## config.mk

```make
export PLATFORM = sky130hd
export DESIGN_NAME = univ_shift_register_flat
export DESIGN_NICKNAME = d
export VERILOG_FILES = /design/src/rtl/univ_shift_register_if.sv /design/src/rtl/univ_shift_register.sv /design/src/flat_wrapper.sv
export SDC_FILE = /design/constraint.sdc
export NUM_CORES = 1
export LEC_CHECK = 0
export CORE_MARGIN = 2
export CORE_UTILIZATION = 41
export CTS_BUF_LIST = sky130_fd_sc_hd__clkbuf_8
export DETAILED_ROUTE_END_ITERATION = 10
export GPL_TIMING_DRIVEN = 0
export HOLD_SLACK_MARGIN = 0.03
export PLACE_DENSITY_LB_ADDON = 0.08
export SKIP_CTS_REPAIR_TIMING = 1
export SLEW_MARGIN = 15
export SYNTH_ARGS = -nofsm -noshare
export SYNTH_HDL_FRONTEND = slang
export SYNTH_SLANG_ARGS = --single-unit
```

## constraint.sdc

```tcl
create_clock -name clk -period 2.3 [get_ports clk]
set_clock_uncertainty 0.15 [all_clocks]
set_input_delay 0.23 -clock clk [delete_from_list [all_inputs] [get_ports clk]]
set_output_delay 0.23 -clock clk [all_outputs]
set_load 0.02 [all_outputs]
```

## src/rtl/univ_shift_register_if.sv

```systemverilog
// Request/status bundle for the universal shift register.
// The master side issues operations; the slave side is the register itself.
interface univ_shift_register_if #(
    parameter int WIDTH = 8,
    parameter int CNT_W = 4
);
    logic             start;
    logic [2:0]       mode;
    logic [CNT_W-1:0] count;
    logic [WIDTH-1:0] data_in;
    logic             ser_in_lsb;
    logic             ser_in_msb;
    logic [WIDTH-1:0] data_out;
    logic             ser_out_msb;
    logic             ser_out_lsb;
    logic             busy;
    logic             done;

    modport master (
        output start, mode, count, data_in, ser_in_lsb, ser_in_msb,
        input  data_out, ser_out_msb, ser_out_lsb, busy, done
    );

    modport slave (
        input  start, mode, count, data_in, ser_in_lsb, ser_in_msb,
        output data_out, ser_out_msb, ser_out_lsb, busy, done
    );
endinterface

```

## src/rtl/univ_shift_register.sv

```systemverilog
// Multi-step universal shift register: LOAD, logical shifts, rotates and
// arithmetic right shift, one bit per clock, sequenced by an IDLE/SHIFT/DONE FSM.
module univ_shift_register #(
    parameter int WIDTH = 8,
    parameter int CNT_W = 4
) (
    input  logic                  clk,
    input  logic                  reset,
    univ_shift_register_if.slave  bus
);

    localparam logic [1:0] ST_IDLE  = 2'd0;
    localparam logic [1:0] ST_SHIFT = 2'd1;
    localparam logic [1:0] ST_DONE  = 2'd2;

    localparam logic [2:0] MODE_NOP0 = 3'b000;
    localparam logic [2:0] MODE_LOAD = 3'b001;
    localparam logic [2:0] MODE_SHL  = 3'b010;
    localparam logic [2:0] MODE_SHR  = 3'b011;
    localparam logic [2:0] MODE_ROL  = 3'b100;
    localparam logic [2:0] MODE_ROR  = 3'b101;
    localparam logic [2:0] MODE_ASR  = 3'b110;

    logic [1:0]       state_reg, state_next;
    logic [2:0]       mode_reg, mode_next;
    logic [CNT_W-1:0] remaining_reg, remaining_next;
    logic [WIDTH-1:0] data_reg, data_next;

    logic             left_fill;
    logic             right_fill;
    logic [WIDTH-1:0] left_step;
    logic [WIDTH-1:0] right_step;
    logic [WIDTH-1:0] step_value;
    logic             req_is_shift;

    // Fill bits come from the latched mode; serial inputs are taken live each step.
    always_comb begin
        left_fill = bus.ser_in_lsb;
        if (mode_reg == MODE_ROL) begin
            left_fill = data_reg[WIDTH-1];
        end
    end

    always_comb begin
        right_fill = bus.ser_in_msb;
        case (mode_reg)
            MODE_ROR: right_fill = data_reg[0];
            MODE_ASR: right_fill = data_reg[WIDTH-1];
            default:  right_fill = bus.ser_in_msb;
        endcase
    end

    genvar gi;
    generate
        for (gi = 0; gi < WIDTH; gi++) begin : g_step
            if (gi == 0) begin : g_left_fill
                assign left_step[gi] = left_fill;
            end else begin : g_left_move
                assign left_step[gi] = data_reg[gi-1];
            end
            if (gi == WIDTH - 1) begin : g_right_fill
                assign right_step[gi] = right_fill;
            end else begin : g_right_move
                assign right_step[gi] = data_reg[gi+1];
            end
        end
    endgenerate

    always_comb begin
        case (mode_reg)
            MODE_SHL, MODE_ROL:           step_value = left_step;
            MODE_SHR, MODE_ROR, MODE_ASR: step_value = right_step;
            default:                      step_value = data_reg;
        endcase
    end

    assign req_is_shift = (bus.mode >= MODE_SHL) && (bus.mode <= MODE_ASR);

    always_comb begin
        state_next     = state_reg;
        mode_next      = mode_reg;
        remaining_next = remaining_reg;
        data_next      = data_reg;
        case (state_reg)
            ST_IDLE: begin
                if (bus.start) begin
                    mode_next = bus.mode;
                    if (bus.mode == MODE_LOAD) begin
                        data_next  = bus.data_in;
                        state_next = ST_DONE;
                    end else if (req_is_shift && (bus.count != '0)) begin
                        remaining_next = bus.count;
                        state_next     = ST_SHIFT;
                    end else begin
                        state_next = ST_DONE;
                    end
                end
            end
            ST_SHIFT: begin
                data_next      = step_value;
                remaining_next = remaining_reg - CNT_W'(1);
                if (remaining_reg == CNT_W'(1)) begin
                    state_next = ST_DONE;
                end
            end
            ST_DONE: begin
                state_next = ST_IDLE;
            end
            default: begin
                state_next = ST_IDLE;
            end
        endcase
    end

    always_ff @(posedge clk) begin
        if (reset) begin
            state_reg     <= ST_IDLE;
            mode_reg      <= MODE_NOP0;
            remaining_reg <= '0;
            data_reg      <= '0;
        end else begin
            state_reg     <= state_next;
            mode_reg      <= mode_next;
            remaining_reg <= remaining_next;
            data_reg      <= data_next;
        end
    end

    assign bus.data_out    = data_reg;
    assign bus.ser_out_msb = data_reg[WIDTH-1];
    assign bus.ser_out_lsb = data_reg[0];
    assign bus.busy        = (state_reg != ST_IDLE);
    assign bus.done        = (state_reg == ST_DONE);

endmodule

```

## src/flat_wrapper.sv

```systemverilog
// flat-port wrapper written by rule: the top's interface ports become plain ports
module univ_shift_register_flat 
#(
    parameter int WIDTH = 8,
    parameter int CNT_W = 4
)
  (clk, reset, bus_start, bus_mode, bus_count, bus_data_in, bus_ser_in_lsb, bus_ser_in_msb, bus_data_out, bus_ser_out_msb, bus_ser_out_lsb, bus_busy, bus_done);
  univ_shift_register_if #(.WIDTH(WIDTH), .CNT_W(CNT_W)) bus_i ();
  input  logic clk;
  input  logic reset;
  input wire logic [$bits(bus_i.start)-1:0] bus_start;
  input wire logic [$bits(bus_i.mode)-1:0] bus_mode;
  input wire logic [$bits(bus_i.count)-1:0] bus_count;
  input wire logic [$bits(bus_i.data_in)-1:0] bus_data_in;
  input wire logic [$bits(bus_i.ser_in_lsb)-1:0] bus_ser_in_lsb;
  input wire logic [$bits(bus_i.ser_in_msb)-1:0] bus_ser_in_msb;
  output wire logic [$bits(bus_i.data_out)-1:0] bus_data_out;
  output wire logic [$bits(bus_i.ser_out_msb)-1:0] bus_ser_out_msb;
  output wire logic [$bits(bus_i.ser_out_lsb)-1:0] bus_ser_out_lsb;
  output wire logic [$bits(bus_i.busy)-1:0] bus_busy;
  output wire logic [$bits(bus_i.done)-1:0] bus_done;
  assign bus_i.start = bus_start;
  assign bus_i.mode = bus_mode;
  assign bus_i.count = bus_count;
  assign bus_i.data_in = bus_data_in;
  assign bus_i.ser_in_lsb = bus_ser_in_lsb;
  assign bus_i.ser_in_msb = bus_ser_in_msb;
  assign bus_data_out = bus_i.data_out;
  assign bus_ser_out_msb = bus_i.ser_out_msb;
  assign bus_ser_out_lsb = bus_i.ser_out_lsb;
  assign bus_busy = bus_i.busy;
  assign bus_done = bus_i.done;
  univ_shift_register #(.WIDTH(WIDTH), .CNT_W(CNT_W)) u_core (.clk(clk), .reset(reset), .bus(bus_i));
endmodule
```

==> flow_summary.json <==
{
  "status": "completed",
  "cp_max_fo": 10,
  "cts_root_buffer": "clkbuf_8",
  "whs_ns": 0.339,
  "cts_buffer_depth": 2,
  "largest_reg_flops": 8,
  "use_met1_pct": 27.2,
  "place_congestion": 0.793,
  "max_freq_ghz": 0.531,
  "grt_pass1_vias": 1346,
  "clk_pin_slew_ns": 0.07,
  "syn_avg_cell_area_um2": 8.62,
  "cp.arrival_ns": 1.85,
  "top_usage_layer": "met2",
  "multiInputGateArea_um2": 892,
  "wl_um": 3640,
  "via_count": 1362,
  "grt_pass1_wl_um": 6130,
  "die-area_um2": 3750,
  "synthesis.instances": 156,
  "use_met3_pct": 2.73,
  "utilization_pct": 57.0,
  "fin_area_um2": 1760,
  "crit-reg2reg-launch": "u_core.mode_reg[2]",
  "firstDrtPassIters": 4,
  "initial_core_util_pct": 43.7,
  "synthesis.nets": 178,
  "clock-sinks": 17,
  "ys.flop_type": "dfxtp_1",
  "synthXorXnorAreaFrac_pct": 0.651,
  "muxShareOfSynthArea_pct": 6.88,
  "holdPathEnd": "u_core.remaining_reg[1]",
  "slew_headroom_pct": 58.8,
  "reg2reg_depth": 6,
  "r2r_end": "u_core.bus.data_out[2]",
  "antenna_found_initial": 0,
  "endpoint_kind": "flip-flop",
  "worst-setup-path-type": "input port to flip-flop",
  "p_leak_uw": 0.000623,
  "power.density_nw_per_um2": 538,
  "setup_violations": 0,
  "grt_use_met2_pct": 39.1,
  "fill_cells": 284,
  "synth-compound-area-share_pct": 29.3,
  "dp_hpwl_um": 2710,
  "die_w_um": 61.3,
  "drv_cap": 0,
  "hold_path.class": "flip-flop to flip-flop",
  "synth_edf_count": 0,
  "synth_seq_cells": 17,
  "track_usage_pct": 22.2,
  "min_path_cells": 2,
  "fp-row-count": 20,
  "peakVddDrop_mv": 0.312,
  "insertion_delay_ns": 0.26,
  "via_per_inst": 5.80,
  "cts-htree-levels": 1,
  "drc": 0,
  "finalPower_uw": 945,
  "async_flop_share_pct": 0,
  "drtAntennaViolNets": 0,
  "die-height_um": 61.3,
  "place_area_um2": 1710,
  "post_drt_wl_per_cell_um": 15.5,
  "drt-initial-drc-count": 64,
  "synth_top_area_share_pct": 25.3,
  "fp.coreArea_um2": 3080,
  "port_buffers": 31,
  "reg2reg_slack_ns": 0.50,
  "fin_nets": 214,
  "synth_seq_area_share_pct": 25.3,
  "antenna_cells": 0,
  "worstMarginPinSlew_ns": 0.618,
  "report.final.slew_viol_count": 0,
  "seqCellArea_um2": 340,
  "drive_gt1_share_pct": 16.8,
  "setup.worst_path.start_class": "input port",
  "cts_tree": "done",
  "grt_max_degree": 11,
  "worstHoldStart": "u_core.remaining_reg[1]",
  "rsz0062_at_grt": "no",
  "fin_tns_setup_ns": 0,
  "required_ns": 2.27,
  "netlist-cell-type-count": 47,
  "fin_crit_ns": 1.88,
  "yosys_warnings": 0,
  "pin_count": 32,
  "fin_crit_sh_pct": 81.8,
  "yosys.area.top_type": "dfxtp_1",
  "synth_adder_area_share_pct": 2.60,
  "netlist_area_um2": 1350,
  "hold_viol": 0,
  "synth_top_family_by_area": "compound AO/OA/AOI/OAI gates",
  "yosys.area_share.simple_pct": 26.9,
  "area_growth_pct": 30.5,
  "gr-total-overflow": 0,
  "cts_inserted_buffers": 3,
  "ys_top_cells_by_area": "dfxtp_1 (25%), a311oi_2 (5.6%), mux2i_1 (5.2%), a21oi_1 (3.7%), nand2_1 (3.6%)"
}
==> layer usage <==
metal | vias up | part of all wire (%)
met5 | - | 0
met1 | 649 | 43
li1 | 673 | -
met2 | 35 | 51
met4 | 0 | 1.3
met3 | 5 | 4.0
==> metrics by stage <==
stage | setup slack (ns) | cells
after global placement | 0.200 | 231
after detailed placement | 0.181 | 231
after floorplan | 0.644 | 156
after global routing | 0.335 | 235
final | 0.418 | 235
after CTS | 0.436 | 235
==> cell type report <==
class | count | area share [%]
Sequential cell | 17 | 19.4
Clock inverter | 1 | 0.214
Multi-Input combinational cell | 121 | 50.8
Tap cell | 44 | 3.14
Buffer | 14 | 5.56
Clock buffer | 3 | 2.35
Inverter | 4 | 0.855
Timing Repair Buffer | 31 | 17.7
==> report_power, final <==
group	internal, uW	switching [uW]
combinational	175	182
clock	119	111
sequential	323	34.4
==> critical path: stages <==
cell,delay (ns)
clkdlybuf4s50_1,0.52
nor3b_4,0.36
and3_1,0.23
buf_6,0.14
or2_1,0.13
buf_6,0.14
a311oi_2,0.09
==> cell usage after synthesis (all sizes together) (2+ instances only) <==
| cell | n |
|---|---|
| and3 | 3 |
| or2 | 3 |
| nor3 | 8 |
| a211o | 2 |
| ha | 2 |
| o221ai | 3 |
| dfxtp | 17 |
| buf | 11 |
| or4 | 2 |
| nor2 | 8 |
| inv | 4 |
| mux2 | 2 |
| a211oi | 4 |
| mux2i | 7 |
| nor3b | 4 |
| a21oi | 10 |
| a221oi | 3 |
| clkbuf | 3 |
| a32o | 2 |
| o22a | 2 |
| nor2b | 2 |
| nand2 | 13 |
| o21ai | 6 |
| nand3 | 2 |
| a311oi | 5 |
| nand2b | 7 |
| and2b | 3 |
| o221a | 3 |
| nor4 | 3 |
| o22ai | 3 |
==> worst max-delay path by stage <==
stage                              from                     end  slack (ns)  cells after the start
global placement              bus_start  u_core.bus.data_out[6]        0.20                      7
global route                  bus_start  u_core.bus.data_out[5]        0.33                      7
floorplan           u_core.state_reg[0]  u_core.bus.data_out[2]        0.64                      6
finish                        bus_start  u_core.bus.data_out[5]        0.42                      7
CTS                           bus_start  u_core.bus.data_out[5]        0.44                      7
detailed placement            bus_start  u_core.bus.data_out[5]        0.18                      7
==> cell usage in the layout, fill, tap and decap left out, drive strengths merged, types with 2 or more instances in the layout <==
| cell | n |
|---|---|
| nor2 | 8 |
| clkdlybuf4s50 | 31 |
| or2 | 3 |
| and2b | 3 |
| nor3 | 8 |
| clkbuf | 6 |
| and3 | 3 |
| nand3 | 2 |
| a211o | 2 |
| o22a | 2 |
| or4 | 2 |
| a221oi | 3 |
| mux2i | 7 |
| a21oi | 10 |
| a32o | 2 |
| nand2 | 13 |
| nand2b | 7 |
| nor3b | 4 |
| a311oi | 5 |
| nor2b | 2 |
| a211oi | 4 |
| o221ai | 3 |
| mux2 | 2 |
| o22ai | 3 |
| o21ai | 6 |
| inv | 5 |
| ha | 2 |
| buf | 11 |
| nor4 | 3 |
| o221a | 3 |
| dfxtp | 17 |
==> kinds of logic (layout without fill, tap and decap cells) <==
logic type / after synthesis / count (layout)
xor+xnor: 1 / 1
buf+inv: 18 / 53
flops: 17 / 17
compound gates: 47 / 47
mux: 9 / 9
simple gates: 61 / 61
fa+ha+maj: 3 / 3
No activity file was read; power rests on OpenSTA's default activity.
